[config.mk]
export PLATFORM = sky130hd
export DESIGN_NAME = pid_ctrl_mc
export DESIGN_NICKNAME = d
export VERILOG_FILES = /design/src/rtl/pid_pkg.sv /design/src/rtl/pid_ctrl_mc_sat.sv /design/src/rtl/pid_ctrl_mc.sv
export SDC_FILE = /design/constraint.sdc
export NUM_CORES = 1
export LEC_CHECK = 0
export CAP_MARGIN = 20
export CORE_AREA = 2 2 194 196
export DETAILED_ROUTE_END_ITERATION = 12
export DIE_AREA = 0 0 196 198
export SYNTH_ARGS = -nofsm -noshare
export SYNTH_HDL_FRONTEND = slang
export SYNTH_SLANG_ARGS = --single-unit
[constraint.sdc]
create_clock -name clk -period 8.5 [get_ports clk]
set_input_delay 1.7 -clock clk [delete_from_list [all_inputs] [get_ports clk]]
set_output_delay 1.7 -clock clk [all_outputs]
set_load 0.01 [all_outputs]
[src/rtl/pid_pkg.sv]
// pid_pkg: shared types, default widths and the saturation helper for the
// time-multiplexed PID controller.
//   pid_state_t : sequencer states (idle, three multiply slots, sum/writeback)
//   sat_dir_t   : per-channel direction of the last output saturation
//   sat_s       : symmetric clip of a signed value to +/-(2^(width-1)-1)
package pid_pkg;

    localparam int DEF_DW = 10;
    localparam int DEF_KW = 4;
    localparam int DEF_IW = 16;
    localparam int DEF_OW = 15;
    localparam int DEF_CH = 4;

    // Derived widths for the default configuration: error, error delta,
    // product (unsigned gain widened by one sign bit) and full-precision sum.
    localparam int EW  = DEF_DW + 1;
    localparam int DIW = DEF_DW + 2;
    localparam int PW  = DEF_IW + DEF_KW + 1;
    localparam int SW  = PW + 2;

    typedef enum logic [2:0] {
        ST_IDLE  = 3'd0,
        ST_MUL_P = 3'd1,
        ST_MUL_I = 3'd2,
        ST_MUL_D = 3'd3,
        ST_SUM   = 3'd4
    } pid_state_t;

    typedef enum logic [1:0] {
        SAT_NONE = 2'd0,
        SAT_POS  = 2'd1,
        SAT_NEG  = 2'd2
    } sat_dir_t;

    // Symmetric limit: the most negative code is never produced.
    function automatic logic signed [63:0] sat_s(input logic signed [63:0] val,
                                                 input int width);
        logic signed [63:0] lim;
        lim = (64'sd1 <<< (width - 1)) - 64'sd1;
        if (val > lim) begin
            sat_s = lim;
        end else if (val < -lim) begin
            sat_s = -lim;
        end else begin
            sat_s = val;
        end
    endfunction

endpackage

[src/rtl/pid_ctrl_mc_sat.sv]
// pid_sat: combinational signed saturator, IN_W bits in, OUT_W bits out,
// symmetric range +/-(2^(OUT_W-1)-1).
//   in_val  : signed input value
//   out_val : clipped value
//   clipped : 1 when out_val differs from in_val
module pid_sat
    import pid_pkg::*;
#(
    parameter int IN_W  = 17,
    parameter int OUT_W = 16
) (
    input  logic signed [IN_W-1:0]  in_val,
    output logic signed [OUT_W-1:0] out_val,
    output logic                    clipped
);

    logic signed [63:0] ext_s;
    logic signed [63:0] lim_s;

    // Sign-extend, clip, and flag whether clipping changed the value.
    always_comb begin
        ext_s   = 64'(in_val);
        lim_s   = sat_s(ext_s, OUT_W);
        out_val = lim_s[OUT_W-1:0];
        clipped = (lim_s != ext_s);
    end

endmodule

[src/rtl/pid_ctrl_mc.sv]
// pid_ctrl_mc: CH-channel positional PID controller sharing one multiplier.
// A sample is accepted in IDLE; P, I and D products are formed in three
// consecutive cycles and the saturated sum is registered in the fourth.
//   clk, rst            : clock, synchronous active-high reset
//   start, ch           : sample valid and its channel (taken when ready)
//   target, y           : signed set point and measurement
//   kp, ki, kd          : unsigned gains, latched with the sample
//   clr, clr_ch         : clear integrator/e_prev/sat_dir of one channel
//   ready               : idle, sample can be accepted
//   out_valid           : one-cycle result strobe
//   out_ch, uk, sat     : result channel, saturated output, clip flag
module pid_ctrl_mc
    import pid_pkg::*;
#(
    parameter int DW = DEF_DW,
    parameter int KW = DEF_KW,
    parameter int IW = DEF_IW,
    parameter int OW = DEF_OW,
    parameter int CH = DEF_CH,
    localparam int CW = (CH > 1) ? $clog2(CH) : 1
) (
    input  logic                 clk,
    input  logic                 rst,
    input  logic                 start,
    input  logic [CW-1:0]        ch,
    input  logic signed [DW-1:0] target,
    input  logic signed [DW-1:0] y,
    input  logic [KW-1:0]        kp,
    input  logic [KW-1:0]        ki,
    input  logic [KW-1:0]        kd,
    input  logic                 clr,
    input  logic [CW-1:0]        clr_ch,
    output logic                 ready,
    output logic                 out_valid,
    output logic [CW-1:0]        out_ch,
    output logic signed [OW-1:0] uk,
    output logic                 sat
);

    localparam int E_W  = DW + 1;
    localparam int DI_W = DW + 2;
    localparam int OP_W = (IW > DI_W) ? IW : DI_W;
    localparam int P_W  = OP_W + KW + 1;
    localparam int S_W  = P_W + 2;

    pid_state_t           state_r;
    logic [CW-1:0]        ch_r;
    logic [KW-1:0]        kp_r, ki_r, kd_r;
    logic signed [E_W-1:0] e_r;
    logic signed [P_W-1:0] p_r, i_r, d_r;
    logic signed [IW-1:0] integ_n_r;

    logic signed [IW-1:0]  integ_r   [CH];
    logic signed [E_W-1:0] e_prev_r  [CH];
    sat_dir_t              sat_dir_r [CH];

    logic                  ch_ok_s;
    logic [KW-1:0]         mul_gain_s;
    logic signed [OP_W-1:0] mul_opnd_s;
    logic signed [P_W-1:0] mul_prod_s;
    logic signed [IW:0]    integ_sum_s;
    logic signed [IW-1:0]  integ_clip_s;
    logic                  integ_clipped_s;
    logic                  freeze_s;
    logic signed [IW-1:0]  integ_n_s;
    logic signed [DI_W-1:0] de_s;
    logic signed [S_W-1:0] sum_s;
    logic signed [OW-1:0]  uk_s;
    logic                  uk_clip_s;
    sat_dir_t              dir_s;

    // Out-of-range channel indices can only exist when CH is not a power of two.
    generate
        if (CH == (1 << CW)) begin : g_ch_full
            assign ch_ok_s = 1'b1;
        end else begin : g_ch_part
            assign ch_ok_s = ({1'b0, ch} < (CW + 1)'(CH));
        end
    endgenerate

    // Integrator candidate: clamp(integ+e), held when the last output was
    // saturated in the same direction as the current error (anti-windup).
    always_comb begin
        integ_sum_s = (IW + 1)'(integ_r[ch_r]) + (IW + 1)'(e_r);
        if (sat_dir_r[ch_r] == SAT_POS) begin
            freeze_s = !e_r[E_W-1] && (e_r != '0);
        end else if (sat_dir_r[ch_r] == SAT_NEG) begin
            freeze_s = e_r[E_W-1];
        end else begin
            freeze_s = 1'b0;
        end
        if (freeze_s) begin
            integ_n_s = integ_r[ch_r];
        end else begin
            integ_n_s = integ_clip_s;
        end
        de_s = DI_W'(e_r) - DI_W'(e_prev_r[ch_r]);
    end

    pid_sat #(.IN_W(IW + 1), .OUT_W(IW)) u_integ_sat (
        .in_val  (integ_sum_s),
        .out_val (integ_clip_s),
        .clipped (integ_clipped_s)
    );

    // Shared multiplier operand select, one product per MUL_* state.
    always_comb begin
        mul_gain_s = '0;
        mul_opnd_s = '0;
        case (state_r)
            ST_MUL_P: begin
                mul_gain_s = kp_r;
                mul_opnd_s = OP_W'(e_r);
            end
            ST_MUL_I: begin
                mul_gain_s = ki_r;
                mul_opnd_s = OP_W'(integ_n_s);
            end
            ST_MUL_D: begin
                mul_gain_s = kd_r;
                mul_opnd_s = OP_W'(de_s);
            end
            default: begin
                mul_gain_s = '0;
                mul_opnd_s = '0;
            end
        endcase
        mul_prod_s = P_W'($signed({1'b0, mul_gain_s})) * P_W'(mul_opnd_s);
    end

    // Full-width sum (cannot overflow) and its saturation direction.
    always_comb begin
        sum_s = S_W'(p_r) + S_W'(i_r) + S_W'(d_r);
        if (!uk_clip_s) begin
            dir_s = SAT_NONE;
        end else if (sum_s[S_W-1]) begin
            dir_s = SAT_NEG;
        end else begin
            dir_s = SAT_POS;
        end
    end

    pid_sat #(.IN_W(S_W), .OUT_W(OW)) u_out_sat (
        .in_val  (sum_s),
        .out_val (uk_s),
        .clipped (uk_clip_s)
    );

    // Sequencer: accept, three multiply slots, then register the result.
    always_ff @(posedge clk) begin
        if (rst) begin
            state_r   <= ST_IDLE;
            ready     <= 1'b1;
            out_valid <= 1'b0;
            out_ch    <= '0;
            uk        <= '0;
            sat       <= 1'b0;
            ch_r      <= '0;
            kp_r      <= '0;
            ki_r      <= '0;
            kd_r      <= '0;
            e_r       <= '0;
            p_r       <= '0;
            i_r       <= '0;
            d_r       <= '0;
            integ_n_r <= '0;
        end else begin
            out_valid <= 1'b0;
            case (state_r)
                ST_IDLE: begin
                    if (start && ch_ok_s) begin
                        ch_r    <= ch;
                        kp_r    <= kp;
                        ki_r    <= ki;
                        kd_r    <= kd;
                        e_r     <= E_W'(target) - E_W'(y);
                        ready   <= 1'b0;
                        state_r <= ST_MUL_P;
                    end
                end
                ST_MUL_P: begin
                    p_r     <= mul_prod_s;
                    state_r <= ST_MUL_I;
                end
                ST_MUL_I: begin
                    i_r       <= mul_prod_s;
                    integ_n_r <= integ_n_s;
                    state_r   <= ST_MUL_D;
                end
                ST_MUL_D: begin
                    d_r     <= mul_prod_s;
                    state_r <= ST_SUM;
                end
                ST_SUM: begin
                    uk        <= uk_s;
                    sat       <= uk_clip_s;
                    out_ch    <= ch_r;
                    out_valid <= 1'b1;
                    ready     <= 1'b1;
                    state_r   <= ST_IDLE;
                end
                default: begin
                    ready   <= 1'b1;
                    state_r <= ST_IDLE;
                end
            endcase
        end
    end

    // Per-channel state: a clear on the same edge overrides the writeback.
    always_ff @(posedge clk) begin
        for (int i = 0; i < CH; i++) begin
            if (rst || (clr && (clr_ch == CW'(i)))) begin
                integ_r[i]   <= '0;
                e_prev_r[i]  <= '0;
                sat_dir_r[i] <= SAT_NONE;
            end else if ((state_r == ST_SUM) && (ch_r == CW'(i))) begin
                integ_r[i]   <= integ_n_r;
                e_prev_r[i]  <= e_r;
                sat_dir_r[i] <= dir_s;
            end
        end
    end

endmodule

# Yosys cells after proc, flatten, opt, wreduce, memory -nomap -nowiden
# Memories as Yosys holds them, arrays and structs flattened. A register that Yosys moved wholly into a read port is not among the register bits.
# Cells that the tools add are included.
[classes]
add_sub_neg = 5
n_mul = 1
magnitude_cmp = 4
eq_ne = 14
n_mux = 54
n_bitwise = 13
reduce_logical = 21
[op_table]
columns = ["op", "n"]
rows = [
  ["$mux 64", 2],
  ["$mux 16", 7],
  ["$ne 64x23->1", 1],
  ["$pmux 16 s3", 1],
  ["$mux 11", 4],
  ["$mux 1", 24],
  ["$mux 2", 12],
  ["$add 22x21->23", 1],
  ["$gt 23x15->1 const B", 1],
  ["$lt 23x15->1 const B", 1],
  ["$add 21x21->22", 1],
  ["$mul 5x16->21", 1],
  ["$add 16x11->17", 1],
  ["$gt 17x16->1 const B", 1],
  ["$lt 17x16->1 const B", 1],
  ["$or 1x1->1", 12],
  ["$pmux 3 s4", 1],
  ["$pmux 4 s3", 1],
  ["$sub 11x11->12", 1],
  ["$reduce_bool 11->1", 1],
  ["$sub 10x10->11", 1],
  ["$eq 2x2->1 const B", 5],
  ["$logic_and 1x1->1", 9],
  ["$eq 2x1->1 const B", 3],
  ["other kinds (13)", 19],
]
[totals]
regBits = 127
ram_bits = 116
output_inout_bits = 20
elab_cells = 130
mem_count = 3
[mem_list]
columns = ["name", "depth", "word_bits", "read_ports", "rd_ports_with_merged_regs", "wr", "line", "source"]
rows = [
  ["integ_r", 4, 16, 1, 1, 4, "pid_ctrl_mc.sv:53", "logic signed [IW-1:0] integ_r [CH];"],
  ["e_prev_r", 4, 11, 1, 1, 4, "pid_ctrl_mc.sv:54", "logic signed [E_W-1:0] e_prev_r [CH];"],
  ["sat_dir_r", 4, 2, 1, 1, 4, "pid_ctrl_mc.sv:55", "sat_dir_t sat_dir_r [CH];"],
]

# Depth between registers and ports, before layout
# Gate-level depths: netlist of the first run.
[logic_depth]
ltp_word = 8
ltp_mapped = 31
mapped_depth_nobuf = 28

# By module
# From an unflattened synthesis of the first run, not the netlist that was laid out.
[unflattened]
cells_unflattened = 1738
hier_area_um2 = 16061.7
[modules_own_cells]
columns = ["module", "instances", "cells_per_inst", "area_each_um2", "seq_area_each_um2"]
rows = [
  ["pid_ctrl_mc", 1, 1643, 15489.9, 6065.8],
  ["pid_sat (u_out_sat)", 1, 49, 310.3, 0.0],
  ["pid_sat (u_integ_sat)", 1, 46, 261.5, 0.0],
]

# Worst setup path after synthesis of the first run
# No wires, ideal clock.
[synth_timing]
path_kind = "register -> register"
startpoint = "reg (tool-made name)"
endpoint = "reg d_r[20]"
arrival_time_ps = 7815
path_slack_ps = 553
path_stages_with_launch = 30
path_buffers = 3
cell_sequence = "dfxtp_1 -> buf_2 -> buf_1 -> mux4_2 -> ha_1 -> fa_1 -> xor2_1 -> or3_1 -> or3_1 -> nor4_1 -> nand4b_1 -> o31a_1 -> buf_4 -> a221oi_2 -> nor2_1 -> ha_1 -> inv_1 -> fa_1 -> inv_1 -> fa_1 -> ha_1 -> nor2b_1 -> o31a_1 -> o311ai_0 -> a31oi_1 -> a21o_1 -> a21oi_1 -> xnor2_1 -> xnor2_1 -> a21oi_1"
[synth_rtl]
columns = ["element", "line", "source"]
rows = [
  ["end signal: assignment", "pid_ctrl_mc.sv:191", "d_r <= mul_prod_s;"],
  ["end: declaration", "pid_ctrl_mc.sv:50", "logic signed [P_W-1:0] p_r, i_r, d_r;"],
]

==> flow_summary.toml, run 1 <==
[drt]
vias = 13030
via_per_inst = 5.714
wl_met2_um = 21260
drtPass1Iterations = 5
top_layer_used = "met4"
drt-met1-wl_um = 19000
met3_length_um = 2134
postRouteAntennaNets = 0
avgRoutedWirePerCell_um = 19.14
drc = 0
routed_wirelength_um = 43660
drt-initial-drc-count = 939

[synth]
syn_area_mm2 = 0.01631
synth_area_per_cell_um2 = 9.316
async_flop_share_pct = 0
ys_ff_latch = 245
ys.warnings.count = 0
synth_nets = 1948
synth-seq-area-share_pct = 37.18
synth_edf_count = 116
ys.flop_type = "dfxtp_1"
syn_inst = 1751
ys_types = 92

[min_path]
hp-class = "reg -> reg"
hp-start = "kd_r[0]$_SDFFE_PP0P_"

[final_layout]
drive_gt1_share_pct = 8.522
finish.net_count = 1984
antenna_cells = 0
fillers = 3452
multi_input_area_mm2 = 0.009517
seqCellArea_mm2 = 0.006070
area_growth_pct = 12.42

[clock_network]
hold_buffers = 0
tritoncts = "built"
clk_latency_ns = 0.57
cts.sinks = 245
h-tree-depth = 1
clk_transition_reported_paths_ns = 0.06
cts_buffers = 28
cts_root_buffer = "clkbuf_16"
cts_buffer_depth = 3

[worst_setup_path]
reg2reg_to = "p_r[20]$_SDFFE_PP0P_"
arrival_ns = 8.32
cp.required_ns = 8.93
crit_end = "p_r[20]$_SDFFE_PP0P_"
path_delay_family = "compound AO/OA/AOI/OAI gates"
start_kind = "register"
path_depth = 28
reg2regPathDepth = 28
critPathMaxStageDelay_ns = 0.59
reg2reg_slack_ns = 0.61
criticalPathCategory = "reg -> reg"
worst_path_max_delay_cell = "mux4_2"
path_max_fanout = 11
path_buf_inv = 3
endpoint_kind = "register"

[global_routing]
antenna_found_initial = 1
grt_max_degree = 89
grt_pass1_vias = 13120
overflow = 0
grtUsageTotal_pct = 23.10
grt_pass1_wl_um = 70680

[timing]
maxSlewHeadroom_pct = 29.52
final-setup-viol-count = 0
fin_crit_ns = 7.892
max_freq_ghz = 0.1267
report.final.slew_viol_count = 0
setup_ws_ns = 0.6079
finalHoldViolCount = 0
finClkSkew_ns = 0.01734
rsz0062_at_grt = "no"
worstMarginPinSlew_ns = 1.057
tns_ns = 0
period_share_pct = 92.85

[pwr]
power_density_mw_per_mm2 = 179.9
peakVddDrop_mv = 0.1466
power_mw = 3.298
leakage_nw = 7.419

[placement]
hpwl_um = 31930
post-place-ws_ns = 0.4674
portBuffers = 59
gp_congestion = 0.9336

[flow_run]
cap_violations = 0

[floorplan]
die-area_mm2 = 0.03881
coreArea_mm2 = 0.03696
io-pin-count = 60
fp-row-count = 71
fp.dieW_um = 196
start_util_pct = 44.14
die_h_um = 198

[outcome]
status = "completed"
## layout make-up
class / count / share of cell area [%]
flip-flops and latches: 245 / 33.10
inverters: 121 / 2.477
multi-input cells: 1305 / 51.89
well taps: 474 / 3.234
clock buffers: 43 / 4.605
repair buffers: 86 / 4.421
clock inverters: 7 / 0.2729
## worst reg2reg max path, delay by kind of cell (launching register included)
kind	cells	cell delay [ns]
AO/OA/AOI/OAI	12	2.83
XOR/XNOR	2	0.42
adder cells (fa/ha/maj)	6	2.45
buffers and inverters	3	0.33
flip-flops	1	0.45
multiplexers	1	0.59
AND/OR/NAND/NOR	4	0.71
## power breakdown
part,internal [mW],total (mW),switching (mW)
registers,1.29,1.34,0.0500
logic,0.287,0.787,0.499
clock network,0.681,1.17,0.492
total,2.26,3.30,1.04
## what timing repair did
action,in CTS,in global routing
setup buffers,0,0
setup endpoints to repair,0,6
resized for setup,0,3
## cell families after synthesis
logic type / after synthesis / synth area share, %
simple gates: 636 / 18.95
mux: 40 / 4.748
xor+xnor: 47 / 2.523
flops: 245 / 37.18
compound gates: 425 / 17.15
buf+inv: 201 / 4.732
fa+ha+maj: 157 / 14.71
## cells in the final DEF (no fill, tap or decap), types with 6 or more instances in the layout
master           synthesis  layout
nand2_1                217     217
a21oi_1                163     163
nor2_1                 139     137
dfxtp_1                129     128
inv_1                  118     118
edfxtp_1               116     116
and2_1                 115     115
ha_1                    99      99
fa_1                    58      58
clkdlybuf4s50_1          0      58
o21ai_0                 58      56
nor3_1                  37      36
xnor2_1                 32      32
mux4_2                  29      29
clkbuf_16                0      29
a21o_1                  26      26
buf_4                    1      26
nand3_1                 25      25
a211oi_1                24      24
nand2b_1                18      18
a31oi_1                 18      18
xor2_1                  15      15
o21ai_1                 12      13
o21a_1                  13      13
nor2b_1                 12      12
or3_1                   12      11
o211ai_1                10      10
nand4_1                  9       9
a211oi_2                 9       9
and3_1                   9       9
a221oi_1                 9       9
o21bai_1                 8       8
a22oi_1                  8       8
o31a_1                   6       6
a211o_1                  6       6
nand3b_1                 6       6
clkbuf_8                 0       6
## sequential cells by signal (all words and copies together), names as in the netlist, 8 cells and up, named ones only
signal	cells
d_r	21
e_prev_r	44
e_r	11
i_r	21
integ_n_r	16
integ_r	64
p_r	21
sat_dir_r	8
uk	15
## routing by layer
layer  vias to the layer above  track usage (%)
li1                       6286                -
met1                      6381            29.31
met2                       287            40.91
met3                        80            3.151
met4                         0            7.211
met5                         -                0
## synthesized netlist by cell type, drive strengths merged, types with 32 or more instances
master / count / share of area, %
nor3: 37 / 1.1
a211oi: 34 / 1.9
edfxtp: 116 / 21
nand2: 218 / 5.0
ha: 99 / 7.6
and2: 116 / 4.5
nor2: 139 / 3.2
clkbuf: 64 / 1.5
o21ai: 71 / 2.2
fa: 58 / 7.1
inv: 118 / 2.7
a21oi: 164 / 5.1
dfxtp: 129 / 16
xnor2: 32 / 1.7
## metrics by stage
stage / area (um^2) / std cells / utilization, % / hold slack [ns]
3_5_place_dp: 17440 / 2231 / 47.20 / 0.4468
4_1_cts: 18340 / 2281 / 49.62 / 0.4561
3_3_place_gp: 17430 / 2230 / 47.16 / 0.4434
5_1_grt: 18340 / 2281 / 49.62 / 0.4822
2_1_floorplan: 16310 / 1751 / - / 0.4329
6_report: 18340 / 2281 / 49.62 / 0.4549
## how the worst min path moves through the flow
stage / cells after the start / endpoint
floorplan: 2 / kd_r[0]$_SDFFE_PP0P_
global placement: 2 / kd_r[2]$_SDFFE_PP0P_
detailed placement: 2 / kd_r[0]$_SDFFE_PP0P_
CTS: 2 / kd_r[0]$_SDFFE_PP0P_
global route: 2 / kd_r[0]$_SDFFE_PP0P_
finish: 2 / kd_r[0]$_SDFFE_PP0P_
Note: power is estimated with default switching activity, not from simulation.
==> run 2, diff against run 1 <==
--- a/config.mk
+++ b/config.mk
@@ -9,6 +9,7 @@
 export CORE_AREA = 2 2 194 196
 export DETAILED_ROUTE_END_ITERATION = 12
 export DIE_AREA = 0 0 196 198
+export GPL_TIMING_DRIVEN = 0
 export SYNTH_ARGS = -nofsm -noshare
 export SYNTH_HDL_FRONTEND = slang
 export SYNTH_SLANG_ARGS = --single-unit
==> run 2 against run 1 <==
Sequential power about the same. Flip-flop and latch count unchanged. Clock-buffer cell count down 1. Register-to-register slack lost 0.18 ns. Final cell count rose by 2.7%. Total power grew 2.1%. Clock power about the same. Die area is the same. Global-route usage rose by 1.7 points. Setup slack got worse by 0.18 ns. Sequential share of layout area down 0.72 points. Critical path depth is 1 higher. Critical path type unchanged. Critical endpoint is now i_r[20]$_SDFFE_PP0P_. Highest routed layer unchanged.
==> flow_summary.toml, run 2 (same netlist as run 1, synthesis figures left out) <==
[timing]
period_share_pct = 94.97
worstMarginPinSlew_ns = 1.030
report.final.slew_viol_count = 0
final-setup-viol-count = 0
maxSlewHeadroom_pct = 31.10
finClkSkew_ns = 0.02215
max_freq_ghz = 0.1239
rsz0062_at_grt = "no"
fin_crit_ns = 8.072
finalHoldViolCount = 0

[pwr]
clkPwrFrac_pct = 35.2
power_switching_mw = 1.088
power_mw = 3.368
peakVddDrop_mv = 0.1536
seqPwrFrac_pct = 39.8
power_density_mw_per_mm2 = 179.7
leakage_nw = 7.498
p_int_mw = 2.280
power.share.switching_pct = 32.31
p_comb_share_pct = 25.0

[final_layout]
area_growth_pct = 14.89
reg_top3 = "integ_r x64, e_prev_r x44"
final_cells = 2343
finish.net_count = 2045
seqCellArea_mm2 = 0.006067
regMostFlops = "integ_r"
fillers = 3420
largest_reg_flops = 64
drive_gt1_share_pct = 8.133
final_cell_mix = "nand2_1, a21oi_1, nor2_1"
antenna_cells = 0
multi_input_area_mm2 = 0.009652
final_common_cell = "nand2_1"

[min_path]
hp-start = "kd_r[3]$_SDFFE_PP0P_"
hp-class = "reg -> reg"
min_path_cells = 2
hold-path-endpoint = "kd_r[3]$_SDFFE_PP0P_"

[clock_network]
cts_buffers = 28
cts_root_buffer = "clkbuf_16"
tritoncts = "built"
h-tree-depth = 1
cts_buffer_depth = 3
clk_transition_reported_paths_ns = 0.06
clk_latency_ns = 0.56
cts.sinks = 245

[floorplan]
start_util_pct = 44.14
coreArea_mm2 = 0.03696
die_h_um = 198
io-pin-count = 60
die-area_mm2 = 0.03881
fp.dieW_um = 196
fp-row-count = 71

[worst_setup_path]
criticalPathCategory = "reg -> reg"
cp.required_ns = 8.91
start_kind = "register"
endpoint_kind = "register"
reg2reg_to = "i_r[20]$_SDFFE_PP0P_"
arrival_ns = 8.48
reg2reg_slack_ns = 0.43
path_max_fanout = 10
worst_path_max_delay_cell = "mux4_2"
crit_top_cell = "ha_1"
critPathMaxStageDelay_ns = 0.58
reg2regPathDepth = 29

[drt]
drt-initial-drc-count = 825
drtPass1Iterations = 6
drc = 0
avgRoutedWirePerCell_um = 19.99
via_per_inst = 5.677
routed_wirelength_um = 46830
postRouteAntennaNets = 0
vias = 13300

[global_routing]
antenna_found_initial = 0
grt_pass1_wl_um = 74490
grtUsageTotal_pct = 24.77
grt_pass1_vias = 13390
overflow = 0
grt_max_degree = 30

[placement]
portBuffers = 59
placed_cells = 2291
gp_congestion = 0.9286
hpwl_um = 36540

[outcome]
status = "completed"

[flow_run]
cap_violations = 0
[run 2: power by group through the flow]
stage	logic [mW]	registers (mW)	clock network (mW)
floorplan	0.553	1.34	0
global placement	0.780	1.36	0
detailed placement	0.799	1.36	0
CTS	0.806	1.34	1.20
global route	0.914	1.35	1.25
finish	0.841	1.34	1.19
[run 2: final cells by class]
cell class | instances | share of cell area, %
Inverter | 121 | 2.423
Clock inverter | 9 | 0.4473
Multi-Input combinational cell | 1305 | 51.50
Sequential cell | 245 | 32.37
Clock buffer | 42 | 4.299
Timing Repair Buffer | 67 | 3.939
Buffer | 80 | 1.856
Tap cell | 474 | 3.164
[run 2: repair_timing]
| item | in CTS | in global routing |
|---|---|---|
| buffers inserted | 0 | 1 |
| pin swaps | 0 | 4 |
| endpoints found under the setup margin | 33 | 30 |
| hold buffers | 0 | 0 |
| resized for setup | 15 | 25 |
[run 2: worst max-delay path by stage]
stage                         from                   end  cells past startpoint
after CTS                 register  p_r[20]$_SDFFE_PP0P_                     30
final                     register  i_r[20]$_SDFFE_PP0P_                     29
after global routing      register  i_r[20]$_SDFFE_PP0P_                     30
after floorplan           register  d_r[20]$_SDFFE_PP0P_                     29
after global placement    register  i_r[20]$_SDFFE_PP0P_                     29
after detailed placement  register  p_r[20]$_SDFFE_PP0P_                     30
[run 2: per-stage QoR]
step                      area [um^2]  setup TNS, ns  worst slack, ns  utilization, %  hold slack (ns)
after global routing            18740              0          0.02594           50.71           0.4807
final                           18740              0           0.4279           50.71           0.4574
after detailed placement        17680         -13.55          -0.9235           47.83           0.4482
after CTS                       18600              0          0.02023           50.34           0.4571
after floorplan                 16310              0           0.5526               -           0.4329
after global placement          17500         -12.93           -1.047           47.35           0.4437
[run 2: critical path: cells and delay by family, from the launching register on]
| kind | cells | cell delay, ns |
|---|---|---|
| fa+ha+maj | 6 | 2.29 |
| compound gates | 8 | 1.93 |
| simple gates | 6 | 1.48 |
| buf+inv | 5 | 0.67 |
| xor+xnor | 3 | 0.61 |
| mux | 1 | 0.58 |
| flops | 1 | 0.37 |
[run 2: routing by layer]
metal / track usage [%] / wire length (um) / up-vias
li1: - / - / 6413
met1: 32.21 / 20570 / 6509
met2: 43.48 / 22810 / 304
met3: 2.913 / 2187 / 75
met4: 7.211 / 1257 / 0
met5: 0 / 0 / -
